$ cat src/rtl/uart_bus_master.sv
// Bus initiator for the word-wide UART peripheral: TX words become write requests, RX words are
// pulled with read requests. Optional watchdog enabled by defining UART_BUS_MASTER_WDOG_EN.
module uart_bus_master #(
  parameter logic [31:0] BASE_ADDR      = 32'h0000_0000,
  parameter int unsigned TIMEOUT_CYCLES = 65535
) (
  input  logic        clk,
  input  logic        resetn,
  input  logic        tx_word_valid,
  output logic        tx_word_ready,
  input  logic [31:0] tx_word,
  output logic        rx_word_valid,
  input  logic        rx_word_ready,
  output logic [31:0] rx_word,
  input  logic        uart_rx_empty,
  output logic        read,
  output logic        write,
  input  logic        read_response,
  input  logic        write_response,
  output logic [31:0] address,
  output logic [31:0] write_data,
  input  logic [31:0] read_data,
  output logic        timeout_flag
);

  typedef enum logic [2:0] {
    StIdle,
    StWrReq,
    StWrWait,
    StRdReq,
    StRdWait,
    StDrain
  } state_e;

  localparam logic GrantRead  = 1'b0;
  localparam logic GrantWrite = 1'b1;

  state_e      state_q, state_d;
  logic        wr_pending_q, wr_pending_d;
  logic        last_grant_q, last_grant_d;
  logic [31:0] write_data_q, write_data_d;
  logic [31:0] rx_word_q, rx_word_d;
  logic        rx_valid_q, rx_valid_d;
  logic        rd_eligible;

  assign tx_word_ready = !wr_pending_q;
  assign rx_word_valid = rx_valid_q;
  assign rx_word       = rx_word_q;
  assign write_data    = write_data_q;
  assign address       = BASE_ADDR;
  assign rd_eligible   = !uart_rx_empty && !rx_valid_q;

  always_comb begin
    state_d      = state_q;
    wr_pending_d = wr_pending_q;
    last_grant_d = last_grant_q;
    write_data_d = write_data_q;
    rx_word_d    = rx_word_q;
    rx_valid_d   = rx_valid_q;
    read         = 1'b0;
    write        = 1'b0;

    if (tx_word_valid && tx_word_ready) begin
      write_data_d = tx_word;
      wr_pending_d = 1'b1;
    end
    if (rx_valid_q && rx_word_ready) begin
      rx_valid_d = 1'b0;
    end

    unique case (state_q)
      StIdle: begin
        // Round-robin only matters when both sides want the bus.
        if (wr_pending_q && rd_eligible) begin
          if (last_grant_q == GrantRead) begin
            state_d      = StWrReq;
            last_grant_d = GrantWrite;
          end else begin
            state_d      = StRdReq;
            last_grant_d = GrantRead;
          end
        end else if (wr_pending_q) begin
          state_d      = StWrReq;
          last_grant_d = GrantWrite;
        end else if (rd_eligible) begin
          state_d      = StRdReq;
          last_grant_d = GrantRead;
        end
      end
      StWrReq: begin
        write   = 1'b1;
        state_d = StWrWait;
      end
      StRdReq: begin
        read    = 1'b1;
        state_d = StRdWait;
      end
      StWrWait: begin
        if (write_response) begin
          wr_pending_d = 1'b0;
          state_d      = StDrain;
        end
      end
      StRdWait: begin
        if (read_response) begin
          rx_word_d  = read_data;
          rx_valid_d = 1'b1;
          state_d    = StDrain;
        end
      end
      StDrain: begin
        // Responses last two cycles; wait out the second so it is not seen again.
        if (!read_response && !write_response) begin
          state_d = StIdle;
        end
      end
      default: state_d = StIdle;
    endcase
  end

  always_ff @(posedge clk or negedge resetn) begin
    if (!resetn) begin
      state_q      <= StIdle;
      wr_pending_q <= 1'b0;
      last_grant_q <= GrantRead;
      write_data_q <= '0;
      rx_word_q    <= '0;
      rx_valid_q   <= 1'b0;
    end else begin
      state_q      <= state_d;
      wr_pending_q <= wr_pending_d;
      last_grant_q <= last_grant_d;
      write_data_q <= write_data_d;
      rx_word_q    <= rx_word_d;
      rx_valid_q   <= rx_valid_d;
    end
  end

`ifdef UART_BUS_MASTER_WDOG_EN
  logic [31:0] wdog_cnt_q;
  logic        timeout_q;
  logic        wait_entry;
  logic        in_wait;

  assign in_wait      = (state_q == StWrWait) || (state_q == StRdWait);
  assign wait_entry   = !in_wait && ((state_d == StWrWait) || (state_d == StRdWait));
  assign timeout_flag = timeout_q;

  // Flags only; the transaction keeps waiting. TIMEOUT_CYCLES must be at least 1.
  always_ff @(posedge clk or negedge resetn) begin
    if (!resetn) begin
      wdog_cnt_q <= '0;
      timeout_q  <= 1'b0;
    end else if (wait_entry) begin
      wdog_cnt_q <= '0;
    end else if (in_wait) begin
      if (wdog_cnt_q != '1) begin
        wdog_cnt_q <= wdog_cnt_q + 32'd1;
      end
      if (wdog_cnt_q >= 32'(TIMEOUT_CYCLES - 1)) begin
        timeout_q <= 1'b1;
      end
    end
  end
`else
  // Watchdog absent; the parameter stays for a uniform interface and folds to zero here.
  assign timeout_flag = 1'b0 & (TIMEOUT_CYCLES == 32'd0);
`endif

endmodule
$ cat config.mk
export PLATFORM = sky130hd
export DESIGN_NAME = uart_bus_master
export DESIGN_NICKNAME = d
export VERILOG_FILES = /design/src/rtl/uart_bus_master.sv
export SDC_FILE = /design/constraint.sdc
export NUM_CORES = 1
export LEC_CHECK = 0
export ABC_AREA = 1
export CAP_MARGIN = 20
export CORE_ASPECT_RATIO = 1.25
export CORE_MARGIN = 2
export CORE_UTILIZATION = 40
export DETAILED_ROUTE_END_ITERATION = 7
export PLACE_DENSITY = 0.81
export SLEW_MARGIN = 0
export SYNTH_ARGS = -nofsm -noshare
export SYNTH_HDL_FRONTEND = slang
export SYNTH_SLANG_ARGS = --single-unit
export TNS_END_PERCENT = 20
$ cat constraint.sdc
create_clock -name clk -period 1.5 [get_ports clk]
set_clock_uncertainty 0.15 [all_clocks]
set_input_delay 0.45 -clock clk [delete_from_list [all_inputs] [get_ports clk]]
set_output_delay 0.45 -clock clk [all_outputs]
set_load 0.02 [all_outputs]
==> metrics.csv <==
stage;metric;value;unit
sta;fin crit share;1.20;
sta;Final Setup Violations;42;
sta;Hold WS;0.328;ns
global_route;initial antenna violation count;0;
placed_design;Placed Cells;557;
cells_and_area;most frequent cells in the layout;70 x dfrtp_1, 68 x clkdlybuf4s50_1, 42 x buf_6;
detailed_routing;wire per inst;14.4;um
setup_path;Crit-path slowest cell;dfrtp_1;
detailed_routing;via count;2653;
synth;post-synth top area cell;dfrtp_1;
global_route;grt total ovfl;0;
global_route;first-pass GRT wire length;13.0;mm
setup_path;worst path bufs/invs;3;
placed_design;Placed Area;4910;um^2
sta;RSZ-0062 raised after global routing;true;
synth;Ys Warns;0;
clocking;CTS tree;built;
setup_path;family with the most delay on the worst path;flip-flops;
sta;Max Fclk;557;MHz
setup_path;Critical Path AT;1.20;ns
global_route;vias in the first global route;2639;
detailed_routing;routed vias/inst;4.47;
setup_path;worst reg2reg setup slack;-0.22;ns
cells_and_area;most common cell after layout, fill and taps aside;dfrtp_1;
detailed_routing;DR iter-0 viols;48;
clocking;CTS Buf Count;9;
clocking;Longest Clk Path Bufs;2;
power;pwr/cell area;2030;nW/um^2
cells_and_area;final core utilization;0.647;
hold_path;Min-Delay Path Class;flop to flop;
synth;Seq/Total Area, Yosys;0.526;
setup_path;CP Class;flop to primary output;
cells_and_area;# diodes;0;
sta;Setup TNS;-5.95;ns
setup_path;CP endpoint kind;primary output;
floorplan;DIE AREA;9080;um^2
sta;post-route setup slack;-0.296;ns
setup_path;startpoint types;flop;
setup_path;Crit Path Max Fanout;4;
power;Max VDD drop;1110;uV
clocking;CTS root buf;clkbuf_8;
setup_path;Critical Path RT;0.90;ns
global_route;Total GRT Usage;0.184;
hold_path;hold_sp;rx_word[27]$_DFFE_PN0P_;
detailed_routing;remaining antenna violation count after routing;0;
synth;Syn Area/Cell;11.0;um^2
clocking;Skew-Pair Late Insertion Delay;0.34;ns
cells_and_area;area grow syn2layout;58.1;%
floorplan;Die Ht;106;um
status;failing checks;setup timing;
job;MaxCap Viol Count;0;
sta;Final min period;1.80;ns
sta;Max Slew Vio Count;0;
synth;Unique masters post-synth;21;
floorplan;Row Count;37;
hold_path;hold path endpoint;rx_word[27]$_DFFE_PN0P_;
synth;mapped cell area;3330;um^2
placed_design;detailed placer's ending HPWL;5.92;mm
synth;#FFs+latches synth;70;
setup_path;Reg2Reg Capture Point;state_q[1]$_DFFE_PN0P_;
cells_and_area;Nets;563;
placed_design;GP Congestion;0.884;
cells_and_area;cell area after layout;5270;um^2
setup_path;max incr delay on CP;0.43;ns
synth;dominant cells by area after synthesis;dfrtp_1 53%, mux2_4 14%, buf_4 7.7%;
detailed_routing;1st-pass router iterations;4;
clocking;H-Tree Depth;3;
setup_path;R2R depth;11;
placed_design;PortBufs;138;
status;status;finished with violations;
sta;Final Hold Fails;0;
setup_path;crit-path cells;inv_2, nor2_4, inv_2, nor2_4, buf_6;
floorplan;Starting Density;0.409;
cells_and_area;share of layout cells above drive strength 1;0.429;
synth;Syn Inst Count;303;
global_route;largest net degree at the start of global routing;45;
setup_path;Critical R2R Launch;state_q[1]$_DFFE_PN0P_;
clocking;clock-pin slew on the worst setup and hold paths;0.07;ns
floorplan;core area;8150;um^2
detailed_routing;remaining routing DRC violations;0;
power;Leak;2.82;nW
clocking;clock tree sinks;70;
detailed_routing;routed wire length;8.55;mm
floorplan;Die W;85.6;um
hold_path;worst hold path depth;2;
cells_and_area;Final Non-Filler Cells;594;
floorplan;# IOs;172;
synth;top-area cell type share of the netlist area;0.526;
per-stage QoR:
step,setup slack [ns],power (W)
final,-0.296,0.0107
after global routing,-0.355,0.0113
after CTS,-0.287,0.0102
after detailed placement,-0.451,0.00895
after global placement,-0.402,0.00876
after floorplan,0.0250,0.00625
worst max-delay path by stage:
stage | from | to | slack (ns) | depth (start not counted)
after floorplan | state_q[2]$_DFFE_PN0P_ | read | 0.03 | 4
final | state_q[1]$_DFFE_PN0P_ | read | -0.30 | 5
after CTS | state_q[1]$_DFFE_PN0P_ | write | -0.29 | 4
after detailed placement | state_q[1]$_DFFE_PN0P_ | read | -0.45 | 5
after global placement | state_q[1]$_DFFE_PN0P_ | read | -0.40 | 5
after global routing | state_q[1]$_DFFE_PN0P_ | write | -0.35 | 4
Yosys cell counts:
library cell	instances
a21oi_1	1
a31oi_1	1
buf_4	34
buf_6	9
clkbuf_1	1
conb_1	1
dfrtp_1	70
inv_1	42
inv_2	1
mux2_2	2
mux2_4	30
nand2_1	50
nand2_4	1
nand3_1	7
nand3_2	1
nor2_1	14
nor2_2	1
o21ai_0	6
o21ai_1	8
o21ai_2	22
or2_2	1
tightest hold or removal path, stage by stage, from the launching register on:
cell     delay, ns
dfrtp_1       0.34
nand2_1       0.06
o21ai_2       0.05
layout make-up:
| type | count | area (um^2) |
|---|---|---|
| clock buffer | 12 | 135 |
| clock inverter | 4 | 47.5 |
| fill | 625 | 2880 |
| inverter | 43 | 161 |
| multi-input combinational | 178 | 1250 |
| sequential | 70 | 1750 |
| tap | 97 | 121 |
| timing repair buffer | 190 | 1800 |
logic make-up after synthesis:
group,Yosys count,share of synthesized area
buf+inv,87,0.157
simple gates,75,0.0927
other cells,1,0.00113
compound gates,38,0.0822
mux,32,0.142
flops,70,0.526
per-layer routing:
metal	GRT usage	vias to the layer above	routed length (um)
met5	0	-	0
met1	0.206	1287	3290
met3	0.0466	12	488
met4	0.0760	0	131
li1	-	1257	-
met2	0.327	97	4640
registers in the layout, summed over array words and instances, names as in the netlist:
signal and cells:
rx_word 32, write_data 32, state_q 3, last_grant_q 1
rx_word_valid 1, wr_pending_q 1
where the power goes:
group | total [W] | leakage [nW] | internal (W) | switching, W
Combinational | 0.00589 | 1.87 | 0.00307 | 0.00282
Sequential | 0.00337 | 0.860 | 0.00278 | 0.000586
Clock | 0.00144 | 0.0904 | 0.000764 | 0.000674
Total | 0.0107 | 2.82 | 0.00662 | 0.00408
repair_timing:
action | in CTS | in global routing
buffers inserted | 12 | 3
endpoints found under the hold margin | 70 | 0
hold buffers | 1 | 0
resized for setup | 318 | 53
pin swaps | 3 | 7
endpoints found under the setup margin | 91 | 107
cloned | 0 | 6
Note: power is estimated with default switching activity, not from simulation.
